==> src/rtl/fetch_redirect.sv <==
// -----------------------------------------------------------------------------
// fetch_redirect
//
// Fetch-stage program counter with MIPS-style delayed redirect handling.
//
// The block owns pc_f (the PC of the word currently in fetch) and drives the
// address of a synchronous-read instruction memory. imem_addr is the *next*
// PC and is combinational, so a taken branch or jump decided in execute
// reaches the memory in the same cycle (zero-cycle decision-to-address
// latency). The word already in fetch when the decision arrives is the delay
// slot and is never squashed.
//
// If the decision arrives while the pipeline is stalled, the target is parked
// in a pending register and applied on the first unstalled edge. Later
// decisions during that wait are ignored, so the first captured target wins.
//
// Ports
//   clk              in   single clock, rising edge
//   rst_n            in   asynchronous active-low reset
//   stall            in   pipeline hold; PC state frozen while high
//   branch_e         in   taken-branch decision from execute
//   branch_target_e  in   [31:0] branch target from execute
//   jump_e           in   J/JAL/JR/JALR taken in execute (beats branch_e)
//   jump_target_e    in   [31:0] jump target from execute
//   imem_addr        out  [31:0] next PC, combinational, to the imem
//   pc_f             out  [31:0] registered PC of the word in fetch
//   pc_plus4_f       out  [31:0] pc_f + 4, wrapping at 2^32
//   valid_f          out  word in fetch is architecturally valid
//   redirect_pending out  a redirect is parked and not yet applied
//   misalign         out  one-cycle pulse: applied target had bits [1:0] != 0
// -----------------------------------------------------------------------------
module fetch_redirect #(
  parameter logic [31:0] RESET_PC = 32'h4000_0000
) (
  input  logic        clk,
  input  logic        rst_n,
  input  logic        stall,
  input  logic        branch_e,
  input  logic [31:0] branch_target_e,
  input  logic        jump_e,
  input  logic [31:0] jump_target_e,
  output logic [31:0] imem_addr,
  output logic [31:0] pc_f,
  output logic [31:0] pc_plus4_f,
  output logic        valid_f,
  output logic        redirect_pending,
  output logic        misalign
);

  typedef enum logic [1:0] {
    BOOT       = 2'd0,
    RUN        = 2'd1,
    HOLD       = 2'd2,
    HOLD_REDIR = 2'd3
  } state_e;

  state_e      state_q, state_d;
  logic [31:0] pc_q, pc_d;
  logic [31:0] pend_tgt_q, pend_tgt_d;
  logic        valid_q, valid_d;
  logic        pend_q, pend_d;
  logic        mis_q, mis_d;

  logic        redir_req;
  logic [31:0] redir_tgt;
  logic [31:0] next_pc;

  // Instruction fetch is word-granular; the low two bits of any redirect
  // target are dropped when it becomes a PC.
  function automatic logic [31:0] word_align(input logic [31:0] addr);
    return {addr[31:2], 2'b00};
  endfunction

  function automatic logic is_misaligned(input logic [31:0] addr);
    return addr[1:0] != 2'b00;
  endfunction

  // Jump wins over branch when execute raises both in the same cycle.
  always_comb begin
    redir_req = jump_e | branch_e;
    redir_tgt = jump_e ? jump_target_e : branch_target_e;
  end

  // Next-PC selection, highest priority first. BOOT also covers the time
  // spent in reset, so imem_addr reads RESET_PC throughout reset.
  always_comb begin
    next_pc = pc_q + 32'd4;
    if (state_q == BOOT) begin
      next_pc = RESET_PC;
    end else if (stall) begin
      next_pc = pc_q;
    end else if (state_q == HOLD_REDIR) begin
      next_pc = word_align(pend_tgt_q);
    end else if (redir_req) begin
      next_pc = word_align(redir_tgt);
    end
  end

  always_comb begin
    state_d    = state_q;
    pc_d       = pc_q;
    valid_d    = valid_q;
    pend_d     = pend_q;
    pend_tgt_d = pend_tgt_q;
    mis_d      = 1'b0;

    case (state_q)
      BOOT: begin
        if (!stall) begin
          state_d = RUN;
          pc_d    = next_pc;
          valid_d = 1'b1;
        end
      end

      RUN, HOLD: begin
        if (stall) begin
          // A decision that lands during a stall cannot be applied yet;
          // park it so it is not lost when execute moves on.
          if (redir_req) begin
            state_d    = HOLD_REDIR;
            pend_d     = 1'b1;
            pend_tgt_d = redir_tgt;
          end else begin
            state_d = HOLD;
          end
        end else begin
          state_d = RUN;
          pc_d    = next_pc;
          mis_d   = redir_req && is_misaligned(redir_tgt);
        end
      end

      HOLD_REDIR: begin
        // branch_e / jump_e are deliberately not looked at here: the first
        // parked target is the architecturally correct one.
        if (!stall) begin
          state_d    = RUN;
          pc_d       = next_pc;
          pend_d     = 1'b0;
          pend_tgt_d = 32'h0;
          mis_d      = is_misaligned(pend_tgt_q);
        end
      end

      default: begin
        state_d = BOOT;
      end
    endcase
  end

  always_ff @(posedge clk or negedge rst_n) begin
    if (!rst_n) begin
      state_q    <= BOOT;
      pc_q       <= RESET_PC;
      pend_tgt_q <= 32'h0;
      valid_q    <= 1'b0;
      pend_q     <= 1'b0;
      mis_q      <= 1'b0;
    end else begin
      state_q    <= state_d;
      pc_q       <= pc_d;
      pend_tgt_q <= pend_tgt_d;
      valid_q    <= valid_d;
      pend_q     <= pend_d;
      mis_q      <= mis_d;
    end
  end

  assign imem_addr        = next_pc;
  assign pc_f             = pc_q;
  assign pc_plus4_f       = pc_q + 32'd4;
  assign valid_f          = valid_q;
  assign redirect_pending = pend_q;
  assign misalign         = mis_q;

endmodule

==> config.mk <==
export PLATFORM = sky130hd
export DESIGN_NAME = fetch_redirect
export DESIGN_NICKNAME = d
export VERILOG_FILES = /design/src/rtl/fetch_redirect.sv
export SDC_FILE = /design/constraint.sdc
export NUM_CORES = 1
export LEC_CHECK = 0
export CAP_MARGIN = 20
export CORE_MARGIN = 5
export CORE_UTILIZATION = 51
export DETAILED_ROUTE_END_ITERATION = 10
export PLACE_DENSITY = 0.88
export SYNTH_ARGS = -nofsm -noshare
export SYNTH_HDL_FRONTEND = slang
export SYNTH_SLANG_ARGS = --single-unit
export TNS_END_PERCENT = 20
==> constraint.sdc <==
create_clock -name clk -period 4.55 [get_ports clk]
set_clock_uncertainty 0.1 [all_clocks]
set_input_delay 0.455 -clock clk [delete_from_list [all_inputs] [get_ports clk]]
set_output_delay 0.455 -clock clk [all_outputs]
set_load 0.01 [all_outputs]
==> flow_summary.ini, run 1 <==
[floorplanning]
num_rows = 36
start_util = 0.5206
fp.dieW_um = 109.9
die_h_um = 109.9
fp.dieArea_um2 = 12080
core_um2 = 9774
io_pins = 168

[placed_design]
dp_hpwl_um = 13690
dpl_cell_area_um2 = 6769
placed_cells = 886
port_buffers = 167
gp_congestion = 0.9460

[status]
status = complete, no violations

[worst_setup_path]
end_kind = output port
worstPathArrival_ps = 3260
cp_max_fo = 9
worst_setup_path_start_kind = register
critPathKind = register to output port
required_ps = 3990

[clock_network]
cts.sinks = 69
clockRootBuffer = clkbuf_8
insertion_delay_ps = 360
cts_tree = done
ctsHoldBuffers = 0
cts_buffers = 9
htreeDepth = 3
cts_setup_buffers = 0
clk_pin_slew_ps = 80
cts-resized-gates = 0
cts.path.max_buffers = 2

[synth]
synth.avg_cell_area_um2 = 8.052
yosysSeqAreaShare = 0.3396
synth.most_common_cell = nand2_1
synth_edf_count = 0
syn_area_um2 = 5089
postSynthCellCount = 632
synthFlopType = dfrtp_1
synth_fp_nets = 704
yosysWarnings = 0
yosys.area.top_type = dfrtp_1
synth_top_cell_area_share = 0.3344
yosysUniqueCellTypes = 71
synth_area_leaders = dfrtp_1, nand2_1, mux2i_1
synth-async-reset-ratio = 1.000
synthTopCellsByCount = nand2_1, dfrtp_1, o21ai_0, clkbuf_1, mux2i_1
synth-seq-cells = 69

[sta]
worst_pin_slew_ps = 921.1
hold_violations = 0
rsz0062_at_grt = false
max_freq_ghz = 0.2624
post-route-period-util = 0.8376
slew_headroom = 0.3860
setup_viol = 0
post-route-min-period_ps = 3811
slew_viol_final = 0
setup_tns_ps = 0

[final_layout]
multi_input_area_um2 = 3047
drive_gt1_frac = 0.06762
layout.cells.non_filler = 902
area_growth_pct = 36.71
postLayoutCellArea_um2 = 6957
fillers = 798
nNetsFinal = 836
seq_area_um2 = 1728
n_antenna_cell = 0

[global_routing]
grt_usage = 0.3090
grt_pass1_wl_um = 28810
antenna_found_initial = 0
grt_pass1_vias = 5775
grt_overflow_total = 0
grt_max_degree = 70

[routing]
via_count = 5677
drt_first_pass_iters = 5
ant_nets = 0
drt_iter0_drc = 503
wl_um = 18580
wl_per_cell_um = 20.59
viasPerCell = 6.294
drc_errors = 0

[power_and_ir_drop]
p_total_w = 0.004238
leakagePower_nw = 2.958
pwr_density_cell_nw_per_um2 = 609.2
vdd_drop_max_v = 0.0003948

[flow_run]
maxCapViolations = 0

[hold_path]
hold_class = input port to asynchronous set/reset pin
path summary, 6_finish.rpt:
| path | start | to | slack (ps) | depth (start not counted) |
|---|---|---|---|---|
| worst max-delay path | pc_f[2] | imem_addr[28] | 740 | 7 |
| max in group asynchronous | rst_n | pc_f[17] | 3540 | 2 |
| min in group clk | pend_tgt_q[27] | pend_tgt_q[27] | 390 | 2 |
| worst min-delay path | rst_n | pend_tgt_q[28] | 190 | 2 |
| worst max register to register | state_q[1] | pend_tgt_q[21] | 1650 | 8 |
| worst min register to register | pend_tgt_q[27] | pend_tgt_q[27] | 390 | 2 |
registers in the layout, indices dropped and copies added (netlist names):
signal            count
misalign              1
state_q               2
pend_tgt_q           32
pc_f                 32
valid_f               1
redirect_pending      1
stage by stage:
stage | hold slack, ps | utilization | setup slack [ps]
CTS | 248.4 | 0.7117 | 772.1
global placement | 354.3 | 0.6925 | 1011
finish | 194.4 | 0.7117 | 739.0
detailed placement | 370.0 | 0.6925 | 938.6
floorplan | 59.41 | - | 1864
global route | 276.6 | 0.7117 | 563.8
power by group:
group | switching, W | internal, W | total [W]
Combinational | 0.00125 | 0.00124 | 0.00249
Clock | 0.000263 | 0.000230 | 0.000493
Sequential | 0.000385 | 0.000873 | 0.00126
cells by family (layout without fill, tap and decap cells):
| family | after synthesis | after routing | synth area share |
|---|---|---|---|
| xor gates and xnor gates | 23 | 23 | 0.03959 |
| DFF | 69 | 69 | 0.3396 |
| and+or+nand+nor | 246 | 246 | 0.2392 |
| adders and majority gates | 3 | 3 | 0.007377 |
| buffers and inverters | 74 | 211 | 0.06221 |
| muxes | 34 | 34 | 0.06713 |
| AOI/OAI and AO/OA | 183 | 183 | 0.2449 |
final cells by class:
cell class,instances,area share
clock inverters,4,0.004676
well taps,133,0.02392
multi-input cells,489,0.4379
inverters,15,0.008094
repair buffers,180,0.2547
clock buffers,12,0.02230
flip-flops and latches,69,0.2484
metal layers:
metal	track usage	wire length [um]	up-vias
met1	0.3817	7080	2678
li1	-	-	2572
met2	0.4978	8586	358
met4	0.1870	941	0
met5	0	0	-
met3	0.05872	1968	69
critical path, cell delays in order, from the launching register on:
cell	delay, ps
dfrtp_1	480
ha_1	280
nand4_2	260
or3_1	520
nor3_2	380
nor3_1	110
a221oi_1	260
clkdlybuf4s50_1	600
layout by cell type, fill, tap and decap left out, types with 4 or more instances in the layout:
cell type and count:
a21o_1 19, a21oi_1 31, a221o_1 7, and3_1 9, buf_4 12, clkbuf_8 11
clkdlybuf4s50_1 165, dfrtp_1 68, inv_1 13, mux2i_1 33, nand2_1 111, nand3_1 27
nand4_1 14, nor2_1 23, nor2b_1 4, nor3_1 15, nor4_1 11, o211ai_1 6
o21a_1 7, o21ai_0 43, o22ai_1 8, o31ai_1 21, or2_2 5, or3_1 5
xnor2_1 13, xor2_1 10
(Power assumes the default switching activity.)
==> run 2: changes to the inputs <==
--- a/config.mk
+++ b/config.mk
@@ -7,9 +7,9 @@
 export LEC_CHECK = 0
 export CAP_MARGIN = 20
 export CORE_MARGIN = 5
-export CORE_UTILIZATION = 51
+export CORE_UTILIZATION = 43
 export DETAILED_ROUTE_END_ITERATION = 10
-export PLACE_DENSITY = 0.88
+export PLACE_DENSITY = 0.79
 export SYNTH_ARGS = -nofsm -noshare
 export SYNTH_HDL_FRONTEND = slang
 export SYNTH_SLANG_ARGS = --single-unit
==> constraint.sdc (replaced) <==
create_clock -name clk -period 3.4 [get_ports clk]
set_clock_uncertainty 0.1 [all_clocks]
set_input_delay 0.34 -clock clk [delete_from_list [all_inputs] [get_ports clk]]
set_output_delay 0.34 -clock clk [all_outputs]
set_load 0.01 [all_outputs]
==> run 2 against run 1 <==
  * Sequential power grew 32%
  * Highest routed layer unchanged
  * Power grew 45%
  * Wire length grew 5.6%
  * Combinational power grew 41%
  * Cell count grew 3.7%
  * Clock power grew 100%
  * Flip-flop and latch count is the same
  * Sequential share of layout area shrank 1.2 points
  * Cell area grew 5.7%
==> flow_summary.ini, run 2 (synthesis results as in run 1) <==
[status]
status = complete, no violations

[routing]
via_count = 5768
drt_first_pass_iters = 6
drt_iter0_drc = 651
wl_um = 19620
drc_errors = 0
ant_nets = 0
viasPerCell = 6.169
wl_per_cell_um = 20.99

[final_layout]
mostFrequentLayoutCell = clkdlybuf4s50_1
multi_input_area_um2 = 3099
fillers = 978
nNetsFinal = 859
seq_area_um2 = 1739
layout.cells.non_filler = 935
postLayoutCellArea_um2 = 7355
layout_common_cells = clkdlybuf4s50_1, nand2_1, dfrtp_1
area_growth_pct = 44.53
drive_gt1_frac = 0.1174
n_antenna_cell = 0

[power_and_ir_drop]
p_total_w = 0.006153
vdd_drop_max_v = 0.0003942
pwr_density_cell_nw_per_um2 = 836.6
leakagePower_nw = 3.182

[worst_setup_path]
critPathKind = input port to output port
crit_path_start = branch_e
rr_worst_depth = 7
reg2reg_from = state_q[0]
end_kind = output port
worstPathArrival_ps = 2920
worst_setup_path_start_kind = input port
regToRegSetupSlack_ps = 830
r2r-end = pend_tgt_q[28]
required_ps = 2960
cp_max_fo = 19

[placed_design]
dpl_cell_area_um2 = 6952
port_buffers = 167
dp_hpwl_um = 14420
placed_cells = 917
gp_congestion = 0.9621

[floorplanning]
io_pins = 168
core_um2 = 11520
num_rows = 39
fp.dieW_um = 118.8
die_h_um = 118.8
start_util = 0.4419
fp.dieArea_um2 = 14110

[sta]
post-route-period-util = 0.9885
slew_headroom = 0.3709
max_freq_ghz = 0.2975
worst_pin_slew_ps = 943.7
hold_slack_ps = 52.51
slew_viol_final = 0
hold_violations = 0
post-route-min-period_ps = 3361
rsz0062_at_grt = true
setup_viol = 0

[clock_network]
cts.sinks = 69
ctsHoldBuffers = 0
htreeDepth = 3
cts_tree = done
cts.path.max_buffers = 2
clockRootBuffer = clkbuf_16
cts_buffers = 9
clk_pin_slew_ps = 60
insertion_delay_ps = 330

[hold_path]
hold_class = input port to asynchronous set/reset pin

[global_routing]
grt_pass1_wl_um = 30710
antenna_found_initial = 0
grt_pass1_vias = 5754
grt_overflow_total = 0
grt_usage = 0.2684
grt_max_degree = 38

[flow_run]
maxCapViolations = 0
run 2: final cells by class:
class | count | area share
clock inverters | 3 | 0.005784
repair buffers | 203 | 0.2676
clock buffers | 13 | 0.03675
flip-flops and latches | 69 | 0.2365
well taps | 143 | 0.02433
inverters | 15 | 0.007656
multi-input cells | 489 | 0.4214
run 2: layer usage:
metal  GRT usage  routed length (um)
met5           0                   0
met4     0.09269                 559
met3     0.08118                2016
met2      0.4391                9317
met1      0.3382                7728
run 2: stage by stage:
stage                       util  setup TNS (ps)  setup slack, ps
after floorplan                -               0            828.9
after global placement    0.6037               0            340.2
after detailed placement  0.6037               0            287.8
after CTS                 0.6321               0            26.86
after global routing      0.6386          -383.5           -92.69
final                     0.6386               0            39.20
run 2: power by group:
part / internal, W / leakage (nW) / total [W] / switching [W]
sequential: 0.00118 / 0.849 / 0.00166 / 0.000478
combinational: 0.00173 / 2.18 / 0.00350 / 0.00177
clock: 0.000627 / 0.152 / 0.000992 / 0.000364
run 2: worst max path at each step:
stage / slack (ps) / to / depth (start not counted)
global route: -90 / imem_addr[21] / 10
floorplan: 830 / imem_addr[28] / 7
detailed placement: 290 / imem_addr[6] / 8
finish: 40 / imem_addr[10] / 7
global placement: 340 / imem_addr[24] / 9
CTS: 30 / imem_addr[9] / 9
run 2: repair_timing:
item                                   4_1_cts  5_1_grt
pin swaps                                    0        1
setup buffers                                0        2
resized for setup                            4       20
endpoints found under the hold margin        0        0
setup endpoints to repair                    4       20
run 2: worst max-delay path, cell delays in order:
cell             delay (ps)
clkdlybuf4s50_1         510
buf_4                   220
or2_2                   480
o311ai_0                560
a21o_1                  240
nand2_1                  90
clkdlybuf4s50_1         490
